$ cat config.mk
export PLATFORM = sky130hd
export DESIGN_NAME = instruction_fetch
export DESIGN_NICKNAME = d
export VERILOG_FILES = /design/src/rtl/instruction_fetch_pkg.sv /design/src/rtl/instruction_fetch_program_counter.sv /design/src/rtl/instruction_fetch.sv
export SDC_FILE = /design/constraint.sdc
export NUM_CORES = 1
export LEC_CHECK = 0
export BUFFER_PORTS_ARGS = -buffer_cell sky130_fd_sc_hd__buf_2
export CORE_MARGIN = 2
export CORE_UTILIZATION = 53
export DETAILED_ROUTE_END_ITERATION = 6
export PLACE_DENSITY = 0.85
export SLEW_MARGIN = 20
export SYNTH_ARGS = -nofsm -noshare
export SYNTH_HDL_FRONTEND = slang
export SYNTH_SLANG_ARGS = --single-unit
$ cat constraint.sdc
create_clock -name CLK -period 4.49 [get_ports CLK]
set_input_delay 0.449 -clock CLK [delete_from_list [all_inputs] [get_ports CLK]]
set_output_delay 0.449 -clock CLK [all_outputs]
set_load 0.02 [all_outputs]
$ cat src/rtl/instruction_fetch_pkg.sv
// Shared definitions for the fetch stage: FSM encoding, default PC step and
// the instruction alignment check.
package instruction_fetch_pkg;

   typedef enum logic [1:0] {
      ST_IDLE = 2'd0,
      ST_RUN  = 2'd1,
      ST_TRAP = 2'd2
   } fetch_state_e;

   localparam int unsigned DEFAULT_PC_STEP = 4;
   localparam logic [1:0]  ALIGN_MASK      = 2'b11;

   function automatic logic is_aligned(input logic [1:0] low_bits);
      return (low_bits & ALIGN_MASK) == 2'b00;
   endfunction

endpackage

$ cat src/rtl/instruction_fetch_program_counter.sv
// 64-bit program counter: synchronous reset, load (redirect) over increment,
// otherwise hold. Increment wraps modulo 2^64.
module instruction_fetch_program_counter
   import instruction_fetch_pkg::*;
#(
   parameter logic [63:0] RESET_PC = 64'h0,
   parameter int unsigned PC_STEP  = DEFAULT_PC_STEP
) (
   input  logic        clk,
   input  logic        rst,
   input  logic        load_en,
   input  logic [63:0] load_pc,
   input  logic        inc_en,
   output logic [63:0] pc
);

   logic [63:0] pc_q;
   logic [63:0] pc_d;

   always_comb begin
      pc_d = pc_q;
      if (load_en) begin
         pc_d = load_pc;
      end else if (inc_en) begin
         pc_d = pc_q + 64'(PC_STEP);
      end
   end

   // NOTE: state registers use non-blocking assignments so every flop samples
   // pre-edge values; blocking here would create order-dependent simulation.
   always_ff @(posedge clk) begin
      if (rst) begin
         pc_q <= RESET_PC;
      end else begin
         pc_q <= pc_d;
      end
   end

   assign pc = pc_q;

endmodule

$ cat src/rtl/instruction_fetch.sv
// Fetch stage: drives PC onto the instruction memory, registers the returned
// word with its PC and hands it to decode over valid/ready.
module instruction_fetch
   import instruction_fetch_pkg::*;
#(
   parameter logic [63:0] RESET_PC = 64'h0,
   parameter int unsigned PC_STEP  = DEFAULT_PC_STEP
) (
   input  logic        CLK,
   input  logic        RST,
   input  logic        FETCH_EN,
   output logic [63:0] IMEM_ADDR,
   input  logic [31:0] IMEM_DATA,
   input  logic        BRANCH_TAKEN,
   input  logic [63:0] BRANCH_TARGET,
   output logic        OUT_VALID,
   input  logic        OUT_READY,
   output logic [31:0] OUT_INSTR,
   output logic [63:0] OUT_PC,
   output logic        MISALIGNED
);

   fetch_state_e state_q, state_d;
   logic         out_valid_q, out_valid_d;
   logic [31:0]  out_instr_q, out_instr_d;
   logic [63:0]  out_pc_q, out_pc_d;
   logic         misaligned_q, misaligned_d;
   logic         pc_load;
   logic         pc_inc;
   logic [63:0]  pc;
   logic         slot_free;

   instruction_fetch_program_counter #(
      .RESET_PC (RESET_PC),
      .PC_STEP  (PC_STEP)
   ) u_pc (
      .clk     (CLK),
      .rst     (RST),
      .load_en (pc_load),
      .load_pc (BRANCH_TARGET),
      .inc_en  (pc_inc),
      .pc      (pc)
   );

   assign slot_free = !out_valid_q || OUT_READY;

   // NOTE: every signal gets a default before the case so no path leaves one
   // unassigned, which would otherwise infer a latch.
   always_comb begin
      state_d      = state_q;
      out_valid_d  = out_valid_q;
      out_instr_d  = out_instr_q;
      out_pc_d     = out_pc_q;
      misaligned_d = misaligned_q;
      pc_load      = 1'b0;
      pc_inc       = 1'b0;

      case (state_q)
         ST_TRAP: begin
            out_valid_d  = 1'b0;
            misaligned_d = 1'b1;
         end
         ST_IDLE, ST_RUN: begin
            if (BRANCH_TAKEN) begin
               // Redirect flushes the slot even when decode is stalling.
               out_valid_d = 1'b0;
               if (is_aligned(BRANCH_TARGET[1:0])) begin
                  pc_load = 1'b1;
                  state_d = FETCH_EN ? ST_RUN : ST_IDLE;
               end else begin
                  misaligned_d = 1'b1;
                  state_d      = ST_TRAP;
               end
            end else if (state_q == ST_IDLE) begin
               out_valid_d = 1'b0;
               if (FETCH_EN) begin
                  state_d = ST_RUN;
               end
            end else if (slot_free) begin
               if (FETCH_EN) begin
                  out_instr_d = IMEM_DATA;
                  out_pc_d    = pc;
                  out_valid_d = 1'b1;
                  pc_inc      = 1'b1;
               end else begin
                  out_valid_d = 1'b0;
                  state_d     = ST_IDLE;
               end
            end
         end
         default: begin
            state_d     = ST_IDLE;
            out_valid_d = 1'b0;
         end
      endcase
   end

   always_ff @(posedge CLK) begin
      if (RST) begin
         state_q      <= ST_IDLE;
         out_valid_q  <= 1'b0;
         out_instr_q  <= 32'h0;
         out_pc_q     <= 64'h0;
         misaligned_q <= 1'b0;
      end else begin
         state_q      <= state_d;
         out_valid_q  <= out_valid_d;
         out_instr_q  <= out_instr_d;
         out_pc_q     <= out_pc_d;
         misaligned_q <= misaligned_d;
      end
   end

   assign IMEM_ADDR  = pc;
   assign OUT_VALID  = out_valid_q;
   assign OUT_INSTR  = out_instr_q;
   assign OUT_PC     = out_pc_q;
   assign MISALIGNED = misaligned_q;

endmodule
==> key figures <==
Synthesis
  • Count leader, synth: nand2_1
  • Synth Net Count: 998
  • Main synth FF type: dfxtp_1
  • Avg Synthesized Cell Area: 7.95 µm²
  • Synth area leader: dfxtp_1
  • YS warnings: 0
  • Top cells by count, synth: nand2_1 (227), dfxtp_1 (164), a21oi_1 (107)
  • Async S/R FF share, synth: 0%
  • Sequential area share after synthesis: 46.1%
  • Unique masters post-synth: 54
  • Share of the synthesized area in the top cell type: 46.1%
  • Post-synth EDFFs: 0
  • Synth Cell Area: 7120 µm²
  • Post-Syn Instances: 896
  • Main area contributors after synthesis: dfxtp_1 (46%), nand2_1 (12%), a21oi_1 (7.5%)
  • Number of synthesized register bits: 164

Pwr
  • Power Internal: 2.47 mW
  • Clk pwr share: 45.8%
  • Switching Share: 24.2%
  • Leakage: 3.68 nW
  • Peak supply drop: 0.261 mV
  • Net Switching: 0.786 mW
  • Combinational power share: 6.9%
  • Pwr Density: 359 nW/µm²
  • Share of power burned in registers: 47.3%

Global routing
  • Initial antenna violation count: 1
  • Aggregate global routing overflow: 0
  • Largest net degree at the start of global routing: 108
  • Vias in the first global route: 6687
  • Global-route wire length before repair: 33100 µm
  • All-layer global routing usage: 28.7%

Setup path
  • Crit Path Class: reg2reg
  • Crit. End Element: flip-flop
  • Worst Path Arrival: 2.97 ns
  • Max FO, Critical Path: 5
  • Required @ worst endpoint: 4.83 ns
  • Critical path launch point type: flip-flop

Floorplan
  • Core Box Area: 13200 µm²
  • Die span in y: 120 µm
  • Initial core utilization: 54.0%
  • Die area: 14400 µm²
  • Die W: 120 µm
  • I/O Pins: 263
  • # rows: 42

Layout
  • Post-Layout Inst Area: 9050 µm²
  • P&R area growth vs syn: 27.1%
  • Fillcell total: 1093
  • Layout cells sized above 1: 27.8%
  • Nets: 1220

Hold path
  • Hold Crit Class: in2reg

Timing
  • Worst Hold Slack: 0.256 ns
  • Slew Viols, Final: 0
  • Worst slew pin tran: 1.10 ns
  • Final Cycle Share: 58.7%
  • Final hold vios: 0
  • Total Negative Setup Slacks: 0 ns
  • RSZ-0062 raised after global routing: false
  • Max Clk Rate: 0.379 GHz
  • Final Setup Violations: 0
  • Relative slew slack: 26.6%
  • Setup slack after layout: 1.85 ns
  • Clock skew: 0.0106 ns
  • Final min period: 2.64 ns

Place
  • Gp weighted congestion: 0.910
  • Post-Place Setup Slack: 1.68 ns
  • Port buffer count: 262
  • HPWL Detailed: 14300 µm
  • DP Area: 8440 µm²

Run status
  • Outcome: completed

Clock tree
  • CTS root buf: clkbuf_16
  • Post-CTS setup buffer count: 0
  • Hold_buf cts: 0
  • Post-CTS sizing: 0
  • Htree depth: 4
  • TritonCTS Buffers: 17
  • CTS tree: yes
  • Clock sink total: 164
  • Clk buf depth: 2
  • Skew-Pair Late Insertion Delay: 0.43 ns
  • CTS clk-pin slew, worst paths: 0.06 ns

Detailed routing
  • Via Count: 7357
  • 1st-iter DRT viols: 599
  • Antenna viol nets, final: 0
  • Routed length per placed instance: 15.8 µm
  • Detailed Route WL: 20700 µm
  • Drt pass-1 iters: 5
  • Number of vias per cell: 5.62
  • DRC violation count after routing: 0

Flow run
  • Number of max-cap violations: 0
[logic make-up (layout without fill, tap and decap cells)]
kind of cell | count (synthesis) | in the layout | synth area share [%]
compound gates | 193 | 193 | 16.3
xor+xnor | 37 | 37 | 4.55
fa+ha+maj | 1 | 1 | 0.176
buf+inv | 69 | 304 | 4.39
flops | 164 | 164 | 46.1
mux | 1 | 1 | 0.141
other cells | 0 | 1 | 0
simple gates | 431 | 431 | 28.3
[sequential cells by signal, summed over array words and instances, names as in the netlist]
signal	cells
OUT_PC	64
u_pc.pc	64
OUT_INSTR	32
state_q	2
MISALIGNED	1
OUT_VALID	1
[layout make-up]
cell class | instances | area, µm² | area share (%)
antenna | 1 | 2.50 | 0.0276
clock buffer | 20 | 447 | 4.93
clock inverter | 12 | 154 | 1.70
inverter | 7 | 26.3 | 0.290
multi-input combinational | 663 | 3560 | 39.3
sequential | 164 | 3280 | 36.3
tap | 176 | 220 | 2.43
timing repair buffer | 265 | 1360 | 15.0
[stage by stage]
step           util (%)  std cells  power (mW)
2_1_floorplan         -        896        1.69
3_3_place_gp       64.0       1275        1.79
3_5_place_dp       64.0       1275        1.79
4_1_cts            68.5       1307        3.27
5_1_grt            68.6       1307        3.35
6_report           68.6       1308        3.25
[power groups by stage]
stage | logic (mW) | clock network, mW | registers, mW
4_1_cts | 0.225 | 1.50 | 1.54
6_report | 0.225 | 1.49 | 1.54
3_5_place_dp | 0.224 | 0 | 1.57
2_1_floorplan | 0.0962 | 0 | 1.59
5_1_grt | 0.243 | 1.57 | 1.54
3_3_place_gp | 0.221 | 0 | 1.57
[final timing paths]
check	from	endpoint	slack, ns	cells after the start
max	state_q[0]	u_pc.pc[53]	1.85	6
min	IMEM_DATA[17]	OUT_INSTR[17]	0.26	3
max reg2reg	state_q[0]	u_pc.pc[53]	1.85	6
min reg2reg	OUT_PC[25]	OUT_PC[25]	0.45	2
[metal layers]
layer,wire length (µm),share of wire (%),vias up,GRT usage (%)
li1,-,-,3558,-
met1,8670,42,3447,35.8
met2,9940,48,314,46.8
met3,1680,8.1,38,8.22
met4,425,2.1,0,11.0
met5,0,0,-,0
[critical path, stage by stage, from the launching register on]
cell,delay [ns]
dfxtp_1,0.40
nor4bb_1,0.79
and3_1,0.33
nand4_1,0.28
nor4_1,0.39
xnor2_1,0.13
a211oi_1,0.23
[placed cells by master, fill, tap and decap left out, types with 3 or more instances in the layout]
| cell type | count |
|---|---|
| nor3_1 | 16 |
| nor4_4 | 3 |
| or3_1 | 13 |
| nand3_1 | 26 |
| and3_1 | 9 |
| nor2_1 | 71 |
| nor4_2 | 3 |
| clkinvlp_4 | 3 |
| dfxtp_1 | 164 |
| clkinv_2 | 3 |
| clkbuf_16 | 17 |
| inv_1 | 7 |
| a211oi_1 | 37 |
| buf_2 | 261 |
| o21ai_0 | 13 |
| and4_1 | 5 |
| a311oi_1 | 9 |
| xnor2_1 | 20 |
| nor4_1 | 9 |
| a21oi_1 | 107 |
| nand4_2 | 3 |
| a31oi_1 | 8 |
| bufinv_16 | 3 |
| xor2_1 | 17 |
| nand2_1 | 226 |
| nand4_1 | 19 |
| and2_1 | 3 |
| o31ai_1 | 3 |
| or4_1 | 4 |
No activity file was read; power rests on OpenSTA's default activity.
